$ cat src/rtl/ctrl_if.sv
// Byte link between the control-SPI shifter and the command decoder.
// master = SPI side, slave = decoder side.
interface ctrl_if;
  logic [7:0] ctrl_data;
  logic       ctrl_dvld;
  logic [7:0] ctrl_q;
  logic       ctrl_qvld;

  modport master (
    output ctrl_data,
    output ctrl_dvld,
    input  ctrl_q,
    input  ctrl_qvld
  );

  modport slave (
    input  ctrl_data,
    input  ctrl_dvld,
    output ctrl_q,
    output ctrl_qvld
  );
endinterface

$ cat src/rtl/ctrl_cmd_dec.sv
// Control-SPI command decoder and config register bank.
// 1-byte reads, 2-byte writes, status/ID readback, error counter.
module ctrl_cmd_dec #(
  parameter int         NREG    = 16,
  parameter int         TIMEOUT = 1024,
  parameter logic [7:0] ID_VAL  = 8'hA5
) (
  input  logic             clk_sys,
  input  logic             rst,
  ctrl_if.slave            bus,
  output logic             reg_wr,
  output logic [6:0]       reg_addr,
  output logic [7:0]       reg_wdata,
  output logic [NREG*8-1:0] cfg_regs,
  input  logic [63:0]      stat_in,
  output logic [7:0]       err_cnt
);

  localparam int TW = (TIMEOUT > 2) ? $clog2(TIMEOUT) : 1;
  localparam logic [TW-1:0] T_LAST = TW'(TIMEOUT - 1);

  typedef enum logic [1:0] {
    IDLE,
    WDATA,
    RESP
  } state_t;

  state_t      state, nxt;
  logic [6:0]  addr_q;
  logic [TW-1:0] timer;
  logic        q_pend;
  logic [7:0]  q_data;

  logic        addr_hit;
  logic [7:0]  rd_val;
  logic        rd_bad;
  logic        ld_addr;
  logic        tmr_clr;
  logic        tmr_inc;
  logic        wr_cfg;
  logic        q_ld;
  logic [1:0]  err_inc;
  logic        err_clr;
  logic [9:0]  err_sum;

  assign addr_hit = (addr_q < 7'(NREG));
  assign err_sum  = {2'b00, err_cnt} + {8'h00, err_inc};

  // Read mux; config decode wins over the status window.
  always_comb begin
    rd_val = 8'h00;
    rd_bad = 1'b0;
    if (addr_hit)
      rd_val = cfg_regs[{addr_q, 3'b000} +: 8];
    else if (addr_q[6:3] == 4'b1000)
      rd_val = stat_in[{addr_q[2:0], 3'b000} +: 8];
    else if (addr_q == 7'h7F)
      rd_val = ID_VAL;
    else
      rd_bad = 1'b1;
  end

  // State register.
  always_ff @(posedge clk_sys or posedge rst) begin
    if (rst) state <= IDLE;
    else     state <= nxt;
  end

  // Next state and datapath controls.
  always_comb begin
    nxt     = state;
    ld_addr = 1'b0;
    tmr_clr = 1'b0;
    tmr_inc = 1'b0;
    wr_cfg  = 1'b0;
    q_ld    = 1'b0;
    err_inc = 2'd0;
    err_clr = 1'b0;
    unique case (state)
      IDLE: begin
        if (bus.ctrl_dvld) begin
          ld_addr = 1'b1;
          if (bus.ctrl_data[7]) begin
            tmr_clr = 1'b1;
            nxt     = WDATA;
          end else begin
            nxt = RESP;
          end
        end
      end
      RESP: begin
        q_ld    = 1'b1;
        nxt     = IDLE;
        err_inc = {1'b0, rd_bad} + {1'b0, bus.ctrl_dvld};
      end
      WDATA: begin
        if (bus.ctrl_dvld) begin
          nxt = IDLE;
          if (addr_hit)               wr_cfg  = 1'b1;
          else if (addr_q == 7'h7E)   err_clr = 1'b1;
          else                        err_inc = 2'd1;
        end else if (timer == T_LAST) begin
          nxt     = IDLE;
          err_inc = 2'd1;
        end else begin
          tmr_inc = 1'b1;
        end
      end
      default: nxt = IDLE;
    endcase
  end

  // Datapath: address, timer, response pipe, write commit, errors.
  always_ff @(posedge clk_sys or posedge rst) begin
    if (rst) begin
      addr_q        <= '0;
      timer         <= '0;
      q_pend        <= 1'b0;
      q_data        <= '0;
      bus.ctrl_q    <= '0;
      bus.ctrl_qvld <= 1'b0;
      reg_wr        <= 1'b0;
      reg_addr      <= '0;
      reg_wdata     <= '0;
      cfg_regs      <= '0;
      err_cnt       <= '0;
    end else begin
      if (ld_addr) addr_q <= bus.ctrl_data[6:0];
      if (tmr_clr)      timer <= '0;
      else if (tmr_inc) timer <= timer + 1'b1;
      q_pend <= q_ld;
      if (q_ld) q_data <= rd_val;
      bus.ctrl_qvld <= q_pend;
      if (q_pend) bus.ctrl_q <= q_data;
      reg_wr <= wr_cfg;
      if (wr_cfg) begin
        reg_addr                      <= addr_q;
        reg_wdata                     <= bus.ctrl_data;
        cfg_regs[{addr_q, 3'b000} +: 8] <= bus.ctrl_data;
      end
      if (err_clr)
        err_cnt <= '0;
      else if (err_sum > 10'd255)
        err_cnt <= 8'hFF;
      else
        err_cnt <= err_sum[7:0];
    end
  end

endmodule

$ cat src/flat_wrapper.sv
// flat-port wrapper written by rule: the top's interface ports become plain ports
module ctrl_cmd_dec_flat 
#(
  parameter int         NREG    = 16,
  parameter int         TIMEOUT = 1024,
  parameter logic [7:0] ID_VAL  = 8'hA5
)
  (clk_sys, rst, reg_wr, reg_addr, reg_wdata, cfg_regs, stat_in, err_cnt, bus_ctrl_data, bus_ctrl_dvld, bus_ctrl_q, bus_ctrl_qvld);
  ctrl_if bus_i ();
  input  logic clk_sys;
  input  logic rst;
  output logic reg_wr;
  output logic [6:0] reg_addr;
  output logic [7:0] reg_wdata;
  output logic [NREG*8-1:0] cfg_regs;
  input  logic [63:0] stat_in;
  output logic [7:0] err_cnt;
  input wire logic [$bits(bus_i.ctrl_data)-1:0] bus_ctrl_data;
  input wire logic [$bits(bus_i.ctrl_dvld)-1:0] bus_ctrl_dvld;
  output wire logic [$bits(bus_i.ctrl_q)-1:0] bus_ctrl_q;
  output wire logic [$bits(bus_i.ctrl_qvld)-1:0] bus_ctrl_qvld;
  assign bus_i.ctrl_data = bus_ctrl_data;
  assign bus_i.ctrl_dvld = bus_ctrl_dvld;
  assign bus_ctrl_q = bus_i.ctrl_q;
  assign bus_ctrl_qvld = bus_i.ctrl_qvld;
  ctrl_cmd_dec #(.NREG(NREG), .TIMEOUT(TIMEOUT), .ID_VAL(ID_VAL)) u_core (.clk_sys(clk_sys), .rst(rst), .bus(bus_i), .reg_wr(reg_wr), .reg_addr(reg_addr), .reg_wdata(reg_wdata), .cfg_regs(cfg_regs), .stat_in(stat_in), .err_cnt(err_cnt));
endmodule
$ cat config.mk
export PLATFORM = sky130hd
export DESIGN_NAME = ctrl_cmd_dec_flat
export DESIGN_NICKNAME = d
export VERILOG_FILES = /design/src/rtl/ctrl_if.sv /design/src/rtl/ctrl_cmd_dec.sv /design/src/flat_wrapper.sv
export SDC_FILE = /design/constraint.sdc
export NUM_CORES = 1
export LEC_CHECK = 0
export BUFFER_PORTS_ARGS = -buffer_cell sky130_fd_sc_hd__buf_4
export CAP_MARGIN = 20
export CORE_UTILIZATION = 45
export CTS_CLUSTER_SIZE = 20
export DETAILED_ROUTE_END_ITERATION = 16
export PLACE_DENSITY = 0.7
export SYNTH_ARGS = -nofsm -noshare
export SYNTH_HDL_FRONTEND = slang
export SYNTH_SLANG_ARGS = --single-unit
$ cat constraint.sdc
create_clock -name clk_sys -period 5.6 [get_ports clk_sys]
set_input_delay 0.56 -clock clk_sys [delete_from_list [all_inputs] [get_ports clk_sys]]
set_output_delay 0.56 -clock clk_sys [all_outputs]
set_load 0.05 [all_outputs]
# Word-level counts from Yosys, hierarchy flattened

Index checks and enable logic that the tools add are counted.

Add/sub/neg operators: 4
Order comparisons: 2
Equality and inequality tests: 8
Shift-type cells: 4
Multiplexer cells: 37
Reductions and logical operators: 3

Operators with widths:

| cell                                                            | number |
|---|---|
| bitwise mux 128 bit                                             | 1 |
| variable shift 8 x 12 -> 128 bit (first input constant)         | 1 |
| indexed part select 128 x 11 -> 8 bit                           | 1 |
| indexed part select 8 x 12 -> 128 bit                           | 1 |
| indexed part select 64 x 7 -> 8 bit                             | 1 |
| 2-to-1 mux 8 bit                                                | 5 |
| 2-to-1 mux 1 bit                                                | 21 |
| 2-to-1 mux 10 bit                                               | 2 |
| == test 7 bit (second input constant)                           | 2 |
| 2-to-1 mux 2 bit                                                | 6 |
| negator 10 -> 12 bit                                            | 1 |
| adder 10 x 1 -> 10 bit (second input constant)                  | 1 |
| == test 10 bit (second input constant)                          | 1 |
| greater-than comparator 10 x 8 -> 1 bit (second input constant) | 1 |
| adder 8 x 2 -> 9 bit                                            | 1 |
| one-hot mux 2 bit (2 select lines)                              | 2 |
| < comparator 7 x 5 -> 1 bit (second input constant)             | 1 |
| == test 4 bit (second input constant)                           | 1 |
| != test 3 x 2 -> 1 bit (second input constant)                  | 1 |
| adder 1 x 1 -> 2 bit                                            | 1 |
| == test 2 x 1 -> 1 bit (second input constant)                  | 1 |
| == test 2 bit (second input constant)                           | 1 |
| logical NOT 2 bit                                               | 1 |
| != test 2 bit (second input constant)                           | 1 |
| 2 further kinds                                                 | 2 |

Bits in registers: 189
Output and inout port bits: 161
Logic and storage cells: 70

# Depth between registers and ports, before layout

Gate-level depths: netlist of run 1.

Word-level depth: 10
Depth in mapped cells: 14
Gate-level depth less buffers: 12

# Least setup slack after synthesis of run 1

OpenSTA, ideal clock, no wires.

Path kind: reg2reg
Start: register u_core.addr_q[1]
End: register u_core.cfg_regs[100]
Arrival time: 3.006 ns
Data required time: 5.475 ns
Slack: 2.469 ns
Cell stages (with the launch flop): 11
Buffers on the path: 3
Cell sequence: dfrtp_1 > clkbuf_1 > clkbuf_1 > inv_1 > ha_1 > buf_4 > or3b_1 > o31ai_4 > nand4_4 > nor4_4 > mux2_2

Word-level cells in the longest chain between the ends: 4

Ends and longest elaborated chain:

| item                                                         | RTL line            | RTL |
|---|---|---|
| start, declared                                              | ctrl_cmd_dec.sv:29  | `logic [6:0] addr_q;` |
| start signal, assigned                                       | ctrl_cmd_dec.sv:128 | `if (ld_addr) addr_q <= bus.ctrl_data[6:0];` |
| branches (longest 4 deep; another with negator 10 -> 12 bit) | --                  |  |
| end signal, assigned by index                                | ctrl_cmd_dec.sv:139 | `cfg_regs[{addr_q, 3'b000} +: 8] <= bus.ctrl_data;` |
| end, declared                                                | ctrl_cmd_dec.sv:14  | `output logic [NREG*8-1:0] cfg_regs,` |

Several ways; the timed one is not identified.
A chain may end at the register's enable or synchronous reset.

# Worst setup path after layout of run 1

Start: register u_core.addr_q[0]
End: register u_core.cfg_regs[22]

Same word-level chain as after synthesis.

==> flow_summary.json, run 1 <==
{
  "timing.critical_path.cells": "inv_1 > ha_1 > or3b_1 > o31ai_4 > nand4_4 > nor3_4 > mux2_2",
  "timing.slew.headroom_pct": 31.5,
  "dp_hpwl_um": 20400,
  "final_cell_area_um2": 12400,
  "max-cap-violations": 0,
  "worstSetupStartpointType": "flip-flop",
  "critical_path_arrival_ns": 3.93,
  "syn_to_final_growth_pct": 27.2,
  "drcViolationCount": 0,
  "yosysUniqueCellTypes": 55,
  "synth-seq-cells": 189,
  "die_x_um": 149,
  "yosysSeqAreaShare_pct": 48.7,
  "drt_pass1_iterations": 5,
  "cts_resized": 0,
  "grt_first_pass_wirelength_um": 43400,
  "insertedDiodeCount": 0,
  "run_status": "complete, no violations",
  "synth_area_per_cell_um2": 12.0,
  "cts_tree": "done",
  "route.vias.total": 7560,
  "setup_crit_end_kind": "flip-flop",
  "max_clock_freq_ghz": 0.277,
  "cts-buffers-inserted": 17,
  "worstReg2RegEnd": "u_core.cfg_regs[22]",
  "numPlacedInstances": 1286,
  "drive_above_1_share_pct": 43.9,
  "syn_area_um2": 9720,
  "sw_frac_of_total_pct": 45.4,
  "setup_tns_ns": 0,
  "critical_path.reg2reg.startpoint": "u_core.addr_q[0]",
  "worst_ep_required_time_ns": 5.93,
  "syn_inst": 809,
  "grt_use_total_pct": 26.1,
  "min_tclk_post_route_ns": 3.60,
  "grt_start_max_net_pins": 190,
  "totalWireLength_um": 28200,
  "worst_skew_pair.late_latency_ns": 0.44,
  "cp_top_family": "simple AND/OR/NAND/NOR gates",
  "num-fill-cells": 1762,
  "rsz0062_at_grt": "no",
  "critical_path_cell_count": 7,
  "die_y_um": 149,
  "worst_setup_hold_path_clk_slew_ns": 0.07,
  "initial_standard_cell_utilization_of_the_core_pct": 46.1,
  "classification_of_the_worst_setup_path": "flip-flop to flip-flop",
  "ys_warn_count": 0,
  "power.sequential.fraction_pct": 32.5,
  "synthesis.nets": 895,
  "p_leak_nw": 6.02,
  "vias_per_std_cell": 5.73,
  "clock_power_share_pct": 20.6,
  "ys.flop_type": "dfrtp_1",
  "portBuffers": 235,
  "avgRoutedWirePerCell_um": 21.4,
  "worstMarginPinSlew_ns": 1.03,
  "clk_path_buf_depth": 2,
  "cellPowerDensity_nw_per_um2": 490,
  "clock_sinks": 189,
  "hold_violations": 0,
  "yosysTopAreaCell": "dfrtp_1",
  "ys_async_sr_fraction_pct": 100,
  "placedInstanceArea_um2": 11800,
  "gp_congestion": 0.936,
  "critPathMaxFanout": 30,
  "post_route_clock_skew_ns": 0.0108,
  "net-switching-power_mw": 2.75,
  "post-cts-setup-buffer-count": 0,
  "cts_max_level": 4,
  "fp-row-count": 53,
  "setup.worst_path.end": "u_core.cfg_regs[22]",
  "globalRoute.totalOverflow": 0,
  "vias_in_the_first_global_route": 7386,
  "drt_iter0_drc": 415,
  "cp_slowest_cell": "dfrtp_2",
  "synth-edff-count": 0,
  "setup_viol_count_final": 0,
  "nets": 1117,
  "synth_largest_type_area_fraction_pct": 48.7,
  "final_core_utilization_pct": 58.6,
  "instances_no_fill": 1319,
  "hold_buffers": 0,
  "setup.worst_path.start": "u_core.addr_q[0]",
  "share_comb_of_total_power_pct": 46.9,
  "synthTopCellsByArea": "dfrtp_1 (49%), mux2_2 (16%), mux2i_1 (7.9%)",
  "internal_power_mw": 3.31,
  "grt_antenna_before_repair": 0,
  "worst_hold_path_type": "input port to flip-flop",
  "finalCritPeriodShare_pct": 64.4,
  "worst-path-buf-inv": 1,
  "critical_path_s_largest_stage_delay_ns": 0.72,
  "maxSlewViolCount": 0,
  "route.antenna.remaining_nets": 0,
  "cts_root_buf": "clkbuf_16",
  "ff2ff_path_depth": 7,
  "core_area_um2": 21100,
  "worst_vdd_drop_mv": 0.330,
  "floorplan.die_area_um2": 22200,
  "timing.reg2reg.setup_slack_ns": 2.00,
  "floorplan.io_pins": 236
}
-- flip-flops by register name, summed over array words and instances (netlist names), 7 cells and up --
signal             flops
u_core.cfg_regs      128
u_core.timer          10
u_core.bus.ctrl_q      8
u_core.err_cnt         8
u_core.q_data          8
u_core.reg_wdata       8
u_core.addr_q          7
u_core.reg_addr        7
-- area by class of cell --
cell class                 count  area, um2  area share, %
multi-input combinational    552       4710           38.1
timing repair buffer         249       1880           15.2
clock inverter                15        180           1.46
clock buffer                  17        425           3.44
sequential                   189       4730           38.3
inverter                      22       86.3          0.698
tap                          275        344           2.78
-- cell usage after synthesis, types with 7 or more instances --
library cell / n
xnor2_1: 8
o21ai_0: 30
mux2i_1: 77
nand3_1: 25
nor2_1: 32
nand2_1: 46
nor3b_1: 7
nor2b_1: 14
dfrtp_1: 189
and3_1: 7
a22oi_1: 21
buf_1: 11
nor2_2: 8
mux4_2: 16
nor4_1: 10
mux2_2: 135
inv_1: 22
buf_2: 14
nor3_1: 16
a21oi_1: 13
clkbuf_1: 20
ha_1: 10
-- routing by layer --
metal | wire, um | vias up | GRT usage [%]
met3 | 1920 | 33 | 5.47
met5 | 0 | - | 0
li1 | - | 3420 | -
met4 | 659 | 0 | 10.4
met1 | 12100 | 3825 | 35.5
met2 | 13600 | 282 | 40.8
-- through the flow --
stage                     worst slack [ns]  hold slack (ns)  power [mW]
after floorplan                       2.47            0.352        3.94
after global placement                2.19            0.488        4.78
after detailed placement              2.05            0.491        4.81
after CTS                             2.02            0.378        6.06
after global routing                  1.79            0.382        6.34
final                                 2.00            0.389        6.06
-- placed cells by master, fill, tap and decap left out, types with 7 or more instances in the layout --
cell type and instances:
buf_4 247, dfrtp_1 186, mux2_2 135, mux2i_1 77, nand2_1 46, nor2_1 32, o21ai_0 30, nand3_1 25
inv_1 21, a22oi_1 21, clkbuf_16 17, nor3_1 16, mux4_2 16, nor2b_1 14, a21oi_1 13, nor4_1 10
ha_1 10, nor2_2 8, xnor2_1 8, nor3b_1 7, and3_1 7
-- worst min path at each step --
stage	to	startpoint	depth (start not counted)
final	u_core.reg_wdata[6]	bus_ctrl_data[6]	2
after global routing	u_core.reg_wdata[6]	bus_ctrl_data[6]	2
after CTS	u_core.reg_wdata[6]	bus_ctrl_data[6]	2
after detailed placement	u_core.reg_addr[5]	u_core.reg_addr[5]	1
after global placement	u_core.reg_addr[6]	u_core.reg_addr[6]	1
after floorplan	u_core.bus.ctrl_qvld	u_core.q_pend	0
-- cell families (layout without fill, tap and decap cells) --
kind of cell,count (synthesis),in the layout,share of synthesized area (%)
compound gates,102,102,7.10
xor+xnor,9,9,0.811
mux,231,231,27.6
flops,189,189,48.7
simple gates,199,199,11.5
fa+ha+maj,11,11,1.49
buf+inv,68,303,2.84
-- power by group through the flow --
stage                     clock [mW]  sequential [mW]  combinational (mW)
after floorplan                    0             2.47                1.48
after global placement             0             1.98                2.79
after detailed placement           0             1.99                2.82
after CTS                       1.27             1.97                2.83
after global routing            1.33             2.01                3.00
final                           1.25             1.97                2.84
Power figures use the tool's default switching activity.
==> run 2: changes to the inputs <==
ABC_AREA = 1   (was unset)
PLACE_DENSITY = 0.69   (was 0.7)
clock period = 3.15 ns   (was 5.6 ns; I/O delays follow)
==> flow_summary.json, run 2 <==
{
  "run_status": "complete, no violations",
  "drcViolationCount": 0,
  "cts_tree": "done",
  "instances_no_fill": 1808,
  "worst_setup_hold_path_clk_slew_ns": 0.07,
  "reg.largest.list": "u_core.cfg_regs (128), u_core.timer (10)",
  "numPlacedInstances": 1775,
  "route.vias.total": 10300,
  "hold_violations": 0,
  "final_cell_mix": "nand2_1 (323), buf_4 (258), dfrtp_1 (187)",
  "die_x_um": 152,
  "grt_antenna_before_repair": 0,
  "clk_path_buf_depth": 2,
  "vias_in_the_first_global_route": 9564,
  "layout.cells.most_common": "nand2_1",
  "worst_hold_path_type": "input port to flip-flop",
  "timing.slew.headroom_pct": 53.4,
  "setup_viol_count_final": 0,
  "cts-buffers-inserted": 17,
  "clock_sinks": 189,
  "max-cap-violations": 0,
  "syn_area_um2": 10100,
  "yosys.cell_count.top_type": "nand2_1",
  "fp-row-count": 54,
  "critical_path_arrival_ns": 3.11,
  "worst_vdd_drop_mv": 0.467,
  "setup_crit_end_kind": "flip-flop",
  "synth-seq-cells": 189,
  "min_tclk_post_route_ns": 2.79,
  "finalCritPeriodShare_pct": 88.5,
  "floorplan.io_pins": 236,
  "yosysSeqAreaShare_pct": 46.9,
  "route.antenna.remaining_nets": 0,
  "rsz0062_at_grt": "no",
  "dp_hpwl_um": 27600,
  "synth-edff-count": 0,
  "synthTopCellsByArea": "dfrtp_1 (47%), nand2_1 (12%), o21ai_0 (7.8%)",
  "yosysUniqueCellTypes": 48,
  "max_clock_freq_ghz": 0.359,
  "drt_pass1_iterations": 6,
  "drt_iter0_drc": 1150,
  "setup_tns_ns": 0,
  "post_route_clock_skew_ns": 0.00990,
  "synth_area_per_cell_um2": 7.73,
  "vias_per_std_cell": 5.72,
  "cts_max_level": 4,
  "syn_to_final_growth_pct": 26.4,
  "largest_register_ffs": 128,
  "worst_ep_required_time_ns": 3.48,
  "portBuffers": 235,
  "ys_warn_count": 0,
  "grt_start_max_net_pins": 76,
  "globalRoute.totalOverflow": 0,
  "avgRoutedWirePerCell_um": 20.3,
  "drive_above_1_share_pct": 22.5,
  "initial_standard_cell_utilization_of_the_core_pct": 46.1,
  "cellPowerDensity_nw_per_um2": 764,
  "critPathMaxFanout": 7,
  "regMostFlops": "u_core.cfg_regs",
  "ys_async_sr_fraction_pct": 100,
  "worstMarginPinSlew_ns": 0.695,
  "floorplan.die_area_um2": 23000,
  "final.hold.worst_slack_ns": 0.174,
  "gp_congestion": 0.971,
  "totalWireLength_um": 36800,
  "synthesis.nets": 1391,
  "post_synth_most_frequent_cells": "nand2_1 (323), dfrtp_1 (189), nor2_1 (182)",
  "maxSlewViolCount": 0,
  "syn_inst": 1305,
  "classification_of_the_worst_setup_path": "flip-flop to flip-flop",
  "die_y_um": 152,
  "ys.flop_type": "dfrtp_1",
  "grt_first_pass_wirelength_um": 54700,
  "final_core_utilization_pct": 58.2,
  "grt_use_total_pct": 32.3,
  "core_area_um2": 21900,
  "insertedDiodeCount": 0,
  "synth_largest_type_area_fraction_pct": 46.9,
  "nets": 1601,
  "yosysTopAreaCell": "dfrtp_1",
  "worst_skew_pair.late_latency_ns": 0.44,
  "worstSetupStartpointType": "flip-flop",
  "p_leak_nw": 6.49,
  "cts_root_buf": "clkbuf_16"
}
-- run 2: cell types whose count changed after synthesis, sizes merged, moves of 44 or more --
cell   change
mux2i     -77
nand2    +280
mux2     -130
o21ai    +164
inv       +57
nor2     +150
nand3     +76
nand4     +44
-- run 2: power breakdown --
part	internal, mW	leakage (nW)	switching, mW	total [mW]
Sequential	2.71	2.57	0.259	2.97
Combinational	1.25	3.64	3.31	4.56
Clock	1.21	0.281	1.00	2.21
Total	5.17	6.49	4.57	9.74
-- run 2: cell families (layout without fill, tap and decap cells) --
kind of cell | count (synthesis) | after routing | share of synthesized area (%)
compound gates | 250 | 250 | 13.7
xor+xnor | 10 | 10 | 1.05
fa+ha+maj | 11 | 11 | 1.44
buf+inv | 154 | 377 | 6.38
flops | 189 | 189 | 46.9
mux | 8 | 8 | 0.894
simple gates | 683 | 683 | 29.6
-- run 2: critical path, cell delays in order (launching register included) --
cell and delay (ns):
dfrtp_1 0.48, nor3_4 0.27, inv_4 0.10, nand2_1 0.10
nor2_1 0.05, ha_1 0.26, nand3_1 0.07, o21ai_0 0.10
ha_1 0.23, fa_1 0.39, nand2_1 0.07, inv_1 0.06
nand4_1 0.09, nor2_1 0.06, inv_1 0.08, nor2_2 0.06
o21ai_0 0.16, inv_1 0.05
-- run 2: area by class of cell --
class	instances	area, um2
Sequential cell	189	4730
Multi-Input combinational cell	962	4720
Clock inverter	14	159
Inverter	82	314
Timing Repair Buffer	263	2030
Fill cell	2067	9150
Clock buffer	18	439
Tap cell	280	350
-- run 2: per-layer routing --
metal | part of all wire, % | track usage (%) | vias up
li1 | - | - | 4770
met1 | 40 | 43.4 | 4868
met2 | 45 | 50.7 | 613
met3 | 10 | 6.50 | 94
met4 | 4.2 | 14.0 | 0
met5 | 0 | 0 | -
-- run 2: worst paths after layout --
check	endpoint	depth (start not counted)	startpoint	slack (ns)
max	u_core.err_cnt[5]	17	u_core.addr_q[4]	0.36
min	u_core.state[1]	2	bus_ctrl_data[7]	0.17
max reg2reg	u_core.err_cnt[5]	17	u_core.addr_q[4]	0.36
min reg2reg	u_core.reg_addr[5]	2	u_core.reg_addr[5]	0.47
max in group asynchronous	u_core.addr_q[0]	4	rst	1.83
min in group asynchronous	u_core.cfg_regs[38]	3	rst	0.51
-- run 2: through the flow --
stage / cell area, um2 / setup slack [ns] / power [mW]
floorplan: 10100 / 0.301 / 6.01
CTS: 12700 / 0.236 / 9.66
global route: 12700 / 0.0408 / 10.2
finish: 12700 / 0.361 / 9.74
detailed placement: 12100 / 0.249 / 7.45
global placement: 12100 / 0.444 / 7.42
-- run 2: what timing repair did --
item | CTS | global route
setup buffers | 0 | 0
endpoints found under the hold margin | 24 | 0
setup endpoints to repair | 0 | 6
gates resized for setup | 0 | 3
hold buffers | 1 | 0
